## src/rtl/demux1x3_pkg.sv

```systemverilog
// Shared types and constants for the 1-to-3 serial demultiplexer.
// Build option: define DEMUX1X3_PARITY_EN to add a fourth (even-parity) slot
// to every frame.
package demux1x3_pkg;

  // Number of data bits reassembled per frame.
  localparam int DATA_W = 3;

  // Width of the slot index driven to the upstream mux select.
  localparam int SLOT_W = 2;

`ifdef DEMUX1X3_PARITY_EN
  // Three data slots followed by one even-parity slot.
  localparam int SLOT_COUNT = 4;
`else
  // Three data slots, no parity slot.
  localparam int SLOT_COUNT = 3;
`endif

  // Frame capture states; SLOT3 exists only when the parity slot is built.
  typedef enum logic [2:0] {
    IDLE  = 3'd0,
    SLOT0 = 3'd1,
    SLOT1 = 3'd2,
    SLOT2 = 3'd3
`ifdef DEMUX1X3_PARITY_EN
    ,
    SLOT3 = 3'd4
`endif
  } state_t;

`ifdef DEMUX1X3_PARITY_EN
  localparam state_t LAST_SLOT = SLOT3;
`else
  localparam state_t LAST_SLOT = SLOT2;
`endif

  // Slot index presented on sel for a given state; IDLE parks the mux on 0.
  function automatic logic [SLOT_W-1:0] slot_index(input state_t s);
    logic [SLOT_W-1:0] idx;
    idx = '0;
    case (s)
      SLOT0:   idx = 2'd0;
      SLOT1:   idx = 2'd1;
      SLOT2:   idx = 2'd2;
`ifdef DEMUX1X3_PARITY_EN
      SLOT3:   idx = 2'd3;
`endif
      default: idx = 2'd0;
    endcase
    return idx;
  endfunction

  // Even-parity bit: the value that makes the total count of ones even.
  function automatic logic even_parity(input logic [DATA_W-1:0] d);
    return ^d;
  endfunction

endpackage

```

## src/rtl/demux1x3_fsm.sv

```systemverilog
// Slot sequencer for demux1x3: walks IDLE -> SLOT0..SLOTn, drives the upstream
// mux select, a per-slot sample strobe and a one-cycle frame_done pulse.
// Build option: DEMUX1X3_PARITY_EN adds SLOT3 (see demux1x3_pkg).
//
// frame_done is registered: it is high during the cycle after the last slot
// was sampled, so the holding register loads on the following edge. This is
// what puts the word on the outputs SLOT_COUNT+1 edges after the start edge.
module demux1x3_fsm
  import demux1x3_pkg::*;
(
  input  logic              clk,
  input  logic              rst_n,
  input  logic              start,
  output logic [SLOT_W-1:0] sel,
  output logic              busy,
  output logic              sample,
  output logic              frame_done,
  output state_t            state_dbg
);

  state_t state;
  state_t state_next;
  logic   last_slot;

  // State register; reset drops any partial frame back to IDLE.
  always_ff @(posedge clk or negedge rst_n) begin
    if (!rst_n) begin
      state <= IDLE;
    end else begin
      state <= state_next;
    end
  end

  // Next-state: start only matters in IDLE and in the last slot.
  always_comb begin
    state_next = state;
    case (state)
      IDLE:    if (start) state_next = SLOT0;
      SLOT0:   state_next = SLOT1;
      SLOT1:   state_next = SLOT2;
`ifdef DEMUX1X3_PARITY_EN
      SLOT2:   state_next = SLOT3;
      SLOT3:   state_next = start ? SLOT0 : IDLE;
`else
      SLOT2:   state_next = start ? SLOT0 : IDLE;
`endif
      default: state_next = IDLE;
    endcase
  end

  assign sel       = slot_index(state);
  assign busy      = (state != IDLE);
  assign sample    = (state != IDLE);
  assign last_slot = (state == LAST_SLOT);
  assign state_dbg = state;

  // Completion pulse, one cycle after the last slot bit was captured.
  always_ff @(posedge clk or negedge rst_n) begin
    if (!rst_n) begin
      frame_done <= 1'b0;
    end else begin
      frame_done <= last_slot;
    end
  end

endmodule

```

## src/rtl/demux1x3.sv

```systemverilog
// 1-to-3 serial demultiplexer: steers an upstream mux3x1 through its slots,
// reassembles the serial bits into a 3-bit word and presents it with a
// valid/ready output handshake, a sticky overrun flag and optional parity check.
// Build option: DEMUX1X3_PARITY_EN adds a 4th slot carrying an even-parity
// bit; parity_err is then loaded alongside out, otherwise it is tied low.
//
// Output handshake: out/out_valid form a valid/ready pair. A word transfers on
// a rising edge where out_valid && out_ready. While out_valid=1 and
// out_ready=0 the word is held stable; a frame completing then is dropped and
// sets overrun, which only reset clears. A completion in the same cycle as a
// transfer replaces the word without a bubble.
module demux1x3
  import demux1x3_pkg::*;
#(
  parameter bit LSB_FIRST = 1'b1
) (
  input  logic              clk,
  input  logic              rst_n,
  input  logic              start,
  input  logic              in,
  output logic [SLOT_W-1:0] sel,
  output logic [DATA_W-1:0] out,
  output logic              out_valid,
  input  logic              out_ready,
  output logic              busy,
  output logic              overrun,
  output logic              parity_err
);

  logic                  sample;
  logic                  frame_done;
  state_t                fsm_state;
  logic [SLOT_COUNT-1:0] slot_reg;
  logic [DATA_W-1:0]     word;
  logic                  load;
  logic                  drop;

  demux1x3_fsm u_fsm (
    .clk        (clk),
    .rst_n      (rst_n),
    .start      (start),
    .sel        (sel),
    .busy       (busy),
    .sample     (sample),
    .frame_done (frame_done),
    .state_dbg  (fsm_state)
  );

  // Slot register: capture in at the edge ending each slot. In IDLE the
  // completed word (if any) is read by the holding register on this same edge,
  // so clearing here only discards stale bits.
  always_ff @(posedge clk or negedge rst_n) begin
    if (!rst_n) begin
      slot_reg <= '0;
    end else if (sample) begin
      slot_reg[sel] <= in;
    end else if (fsm_state == IDLE) begin
      slot_reg <= '0;
    end
  end

  // Slot-to-bit mapping: LSB_FIRST puts slot 0 in out[0], else in out[DATA_W-1].
  always_comb begin
    word = '0;
    for (int i = 0; i < DATA_W; i++) begin
      word[i] = LSB_FIRST ? slot_reg[i] : slot_reg[DATA_W-1-i];
    end
  end

  assign load = frame_done && (!out_valid || out_ready);
  assign drop = frame_done && out_valid && !out_ready;

  // Holding register and valid flag for the output handshake.
  always_ff @(posedge clk or negedge rst_n) begin
    if (!rst_n) begin
      out       <= '0;
      out_valid <= 1'b0;
    end else if (load) begin
      out       <= word;
      out_valid <= 1'b1;
    end else if (out_valid && out_ready) begin
      out_valid <= 1'b0;
    end
  end

  // Sticky overrun: set when a completed word finds the holder still full.
  always_ff @(posedge clk or negedge rst_n) begin
    if (!rst_n) begin
      overrun <= 1'b0;
    end else if (drop) begin
      overrun <= 1'b1;
    end
  end

`ifdef DEMUX1X3_PARITY_EN
  logic parity_bad;
  logic parity_q;

  // Received parity bit sits in the last slot; parity is order independent.
  assign parity_bad = slot_reg[SLOT_COUNT-1] ^ even_parity(slot_reg[DATA_W-1:0]);

  // Parity status travels with the word it describes.
  always_ff @(posedge clk or negedge rst_n) begin
    if (!rst_n) begin
      parity_q <= 1'b0;
    end else if (load) begin
      parity_q <= parity_bad;
    end
  end

  assign parity_err = parity_q;
`else
  assign parity_err = 1'b0;
`endif

endmodule

```

## config.mk

```make
export PLATFORM = sky130hd
export DESIGN_NAME = demux1x3
export DESIGN_NICKNAME = d
export VERILOG_FILES = /design/src/rtl/demux1x3_pkg.sv /design/src/rtl/demux1x3_fsm.sv /design/src/rtl/demux1x3.sv
export SDC_FILE = /design/constraint.sdc
export NUM_CORES = 1
export LEC_CHECK = 0
export ABC_CLOCK_PERIOD_IN_PS = 2200
export CORE_AREA = 2 2 39 41
export CTS_BUF_LIST = sky130_fd_sc_hd__clkbuf_4
export CTS_CLUSTER_DIAMETER = 100
export CTS_CLUSTER_SIZE = 8
export DETAILED_ROUTE_END_ITERATION = 10
export DIE_AREA = 0 0 41 43
export PLACE_DENSITY = 0.69
export SETUP_SLACK_MARGIN = 0.05
export SLEW_MARGIN = 0
export SYNTH_ARGS = -nofsm -noshare
export SYNTH_HDL_FRONTEND = slang
export SYNTH_SLANG_ARGS = --single-unit
```

## constraint.sdc

```tcl
create_clock -name clk -period 2.2 [get_ports clk]
set_input_delay 0.44 -clock clk [delete_from_list [all_inputs] [get_ports clk]]
set_output_delay 0.44 -clock clk [all_outputs]
set_load 0.01 [all_outputs]
```

; Yosys cells after proc, flatten, opt, wreduce, memory -nomap -nowiden
; Index checks and enable logic that the tools add are counted.
[word_totals]
ff_bits = 12
elab_cells = 35
inputBits = 5
[classes]
magnitude_cmp = 2
reduce_logical = 12
n_eq_ne = 4
muxes = 11
[op_table]
columns = cell, n
row1 = case mux 3 bit (4 select lines), 1
row2 = 2-to-1 mux 3 bit, 3
row3 = == test 3 x 2 -> 1 bit (second input constant), 2
row4 = logical AND 1 bit, 5
row5 = 2-to-1 mux 1 bit, 4
row6 = case mux 2 bit (2 select lines), 1
row7 = nonzero test 2 bit, 2
row8 = bitwise mux 3 bit, 1
row9 = == test 3 x 1 -> 1 bit (second input constant), 1
row10 = logical NOT 3 bit, 1
row11 = < comparator 2 x 3 -> 1 bit (second input constant), 1
row12 = nonzero test 3 bit, 1
row13 = demux 1 bit (select 2 bit), 1
row14 = greater-or-equal comparator 2 x 1 -> 1 bit (second input constant), 1
row15 = logical NOT 1 bit, 2
row16 = != test 2 bit (second input constant), 1
row17 = logical OR 1 bit, 1

; Depth between registers and ports, before layout
[logic_depth]
ltp_word = 8
mapped_depth = 5

; Modules after synthesis
; A second synthesis with hierarchy kept.
[unflattened]
cells_unflattened = 45
hier_area_um2 = 554.3
[modules_own_cells]
columns = mod, n_inst, area_per_inst_um2, cells_each
row1 = demux1x3, 1, 359.1, 28
row2 = demux1x3_fsm, 1, 195.2, 17

; Worst setup path after synthesis
; Ideal clock, no wire load.
[synth_timing]
path_kind = reg2out
start = reg u_fsm.state[0] (netlist: u_fsm.state_dbg[0])
end = out busy
path_stages_with_launch = 4
slack_ns = 0.958
path_buffers = 0
t_required_ns = 1.760
t_arrival_ns = 0.802
cell_sequence = dfrtp_1 -> inv_1 -> ha_1 -> inv_2
[synth_via]
elab_chain_cells = 1
[synth_rtl]
columns = element, line
row1 = from (decl), demux1x3_fsm.sv:21  ; state_t state;
row2 = from (signal assigned), demux1x3_fsm.sv:30  ; state <= state_next;
row3 = nonzero test 3 bit, demux1x3_fsm.sv:52  ; assign busy = (state != IDLE);
row4 = to (decl), demux1x3.sv:25  ; output logic busy,
; Every way passes these cells.

; Final worst setup path
[layout_timing]
start = reg u_fsm.state[0] (netlist: u_fsm.state_dbg[0])
end = out sel[0]
[layout_via]
elab_chain_cells = 2
elab_cells_between_ends = 3
classes_between = eq/ne (2) / mux (1)
[layout_rtl]
columns = element, line
row1 = == test 3 x 2 -> 1 bit, demux1x3_pkg.sv:42  ; case (s)
row2 = case mux 2 bit (2 select lines) *, demux1x3_pkg.sv:42
row3 = to (decl), demux1x3.sv:21  ; output logic [SLOT_W-1:0] sel,
; Mark *: on every way between the ends. The rest lies on a longest branch, timed or not.

==> results.toml <==
[synth]
syn_inst = 44
synth-seq-area-share_pct = 52.1
synth_cell_types = 17
async_reset_ff_share_pct = 100
ys.flop_type = "dfrtp_1"
avgSynthCellArea_um2 = 12.0
synthTopCellsByCount = "dfrtp_1 (11), ha_1 (5), nand2_1 (4)"
synth_top_area_cell = "dfrtp_1"
yosys_warnings = 0
synth_edf_count = 0
syn_nets = 54
synth-seq-cells = 11
syn_area_um2 = 528
synth_top_area_share_pct = 52.1
synth_area_leaders = "dfrtp_1 (52%), ha_1 (12%), mux2_4 (8.5%)"
yosysMostFrequentCell = "dfrtp_1"

[power]
power_leakage_nw = 0.333
vdd_drop_max_uv = 760
p_per_area_mw_per_mm2 = 1480

[detailed_routing]
drt_iter0_drc = 5
vias = 351
post_drt_wl_per_cell_um = 11.2
routed_wl_um = 839
drc = 0
post_drt_via_cell_ratio = 4.68
drtPass1Iterations = 2
ant_nets = 0

[critical_path]
worstPathRequired_ns = 1.76
cp_data_arrival_time_ns = 1.60
crit_path_end_kind = "output port"
cp_max_fo = 4
crit_type = "reg -> out"
reg2reg_depth = 4
crit_path_start_kind = "flip-flop"

[grt]
antenna_found_initial = 0
grt.total_usage_pct = 12.5
grt_max_degree = 12
gr-total-overflow = 0
grt_pass1_vias = 318
grt_pass1_wl_um = 1400

[timing]
rsz0062_at_grt = "no"
finalSetupViolCount = 0
final.setup.tns_ns = 0
max_freq_mhz = 490
setup_slack_ns = 0.159
fin_skew_ns = 0.00621
slew_viol_final = 0
post-route-period-util_pct = 92.8
max_slew.worst_pin.slew_ns = 0.508
max_slew_margin_pct = 66.0
hold_viol = 0
period_needed_ns = 2.04

[clock_network]
root_buffer = "clkbuf_4"
ctsLongestPathBuffers = 2
cts_htree_levels = 1
clock_latency_ns = 0.27
clock_sinks = 11
numCtsBuffers = 3
cts_tree = "built"
clk_pin_slew_ns = 0.07

[floorplanning]
start_util_pct = 38.2
core_mm2 = 0.00138
die_width_um = 41
rows = 14
die_area_mm2 = 0.00176
ioPinCount = 14
die_h_um = 43

[finish]
seq_area_um2 = 275
fill_cells = 135
multiInputGateArea_um2 = 225
area_growth_pct = 31.3
diodes = 0
drive_above_1_share_pct = 20.3
layout.nets = 70

[status]
status = "completed"

[worst_hold_path]
hold_path.class = "reg -> reg"
hold_depth = 1

[placed_design]
dp_slack_ns = 0.396
gp_routability_congestion = 0.744
hpwl_um = 631
io_buffers = 12

[flow_run]
cap_viol_max_count = 0
[cell type report]
| cell class | count | share of cell area [%] |
|---|---|---|
| Sequential cell | 11 | 39.7 |
| Timing Repair Buffer | 13 | 18.4 |
| Inverter | 4 | 2.17 |
| Multi-Input combinational cell | 27 | 32.5 |
| Clock buffer | 4 | 4.33 |
| Tap cell | 16 | 2.89 |
[worst paths after layout]
path                                     from  slack (ns)           to
min in group asynchronous               rst_n        0.50    out_valid
max                        u_fsm.state_dbg[0]        0.16       sel[0]
min reg2reg                           overrun        0.48      overrun
max in group asynchronous               rst_n        1.35  slot_reg[1]
max reg2reg                u_fsm.state_dbg[0]        0.98  slot_reg[0]
min                                   overrun        0.48      overrun
[cell usage in the layout, fill, tap and decap left out, types with 2 or more instances in the layout]
cell type	Yosys	layout
a21oi_1	2	2
clkbuf_4	0	4
clkdlybuf4s50_1	0	12
ha_1	5	4
nor2_1	3	3
nand2_1	4	4
o21ai_0	2	2
mux2_4	3	3
inv_1	3	3
dfrtp_1	11	11
o31ai_1	2	2
[where the power goes]
| part | leakage (nW) | switching (mW) | internal [mW] |
|---|---|---|---|
| Clock | 0.0184 | 0.0689 | 0.0825 |
| Combinational | 0.177 | 0.218 | 0.284 |
| Sequential | 0.138 | 0.0703 | 0.300 |
| Total | 0.333 | 0.357 | 0.666 |
[worst max-delay path, cell delays in order (launching register included)]
cell and delay [ns]:
dfrtp_1 0.41, inv_1 0.13, ha_1 0.23, clkdlybuf4s50_1 0.55
[per-stage QoR]
step / std cells / hold WS (ns) / cell area [um^2] / total power, mW / util (%)
final: 75 / 0.475 / 693 / 1.02 / 50.1
after global routing: 75 / 0.506 / 693 / 1.11 / 50.1
after CTS: 74 / 0.482 / 683 / 1.01 / 49.4
after detailed placement: 70 / 0.470 / 653 / 0.862 / 47.2
after global placement: 70 / 0.458 / 653 / 0.854 / 47.2
after floorplan: 44 / 0.144 / 528 / 0.673 / -
[repair_timing]
| action | CTS | global route |
|---|---|---|
| resized for setup | 0 | 1 |
| endpoints found under the setup margin | 0 | 1 |
| buffers inserted | 0 | 1 |
| hold buffers | 0 | 0 |
[per-layer routing]
layer / share of wire, % / track usage (%)
met5: 0 / 0
met3: 5.4 / 4.71
met2: 44 / 15.6
met4: 0 / 10.0
met1: 50 / 16.2
[logic make-up (layout without fill, tap and decap cells)]
| logic type | count (synthesis) | count (layout) | share of synthesized area [%] |
|---|---|---|---|
| buffers and inverters | 6 | 21 | 5.69 |
| other | 1 | 1 | 0.710 |
| adders and majority gates | 5 | 5 | 11.8 |
| AOI/OAI and AO/OA | 8 | 8 | 9.48 |
| DFF | 11 | 11 | 52.1 |
| muxes | 4 | 4 | 10.4 |
| and+or+nand+nor | 9 | 9 | 9.71 |
Power figures use the tool's default switching activity.
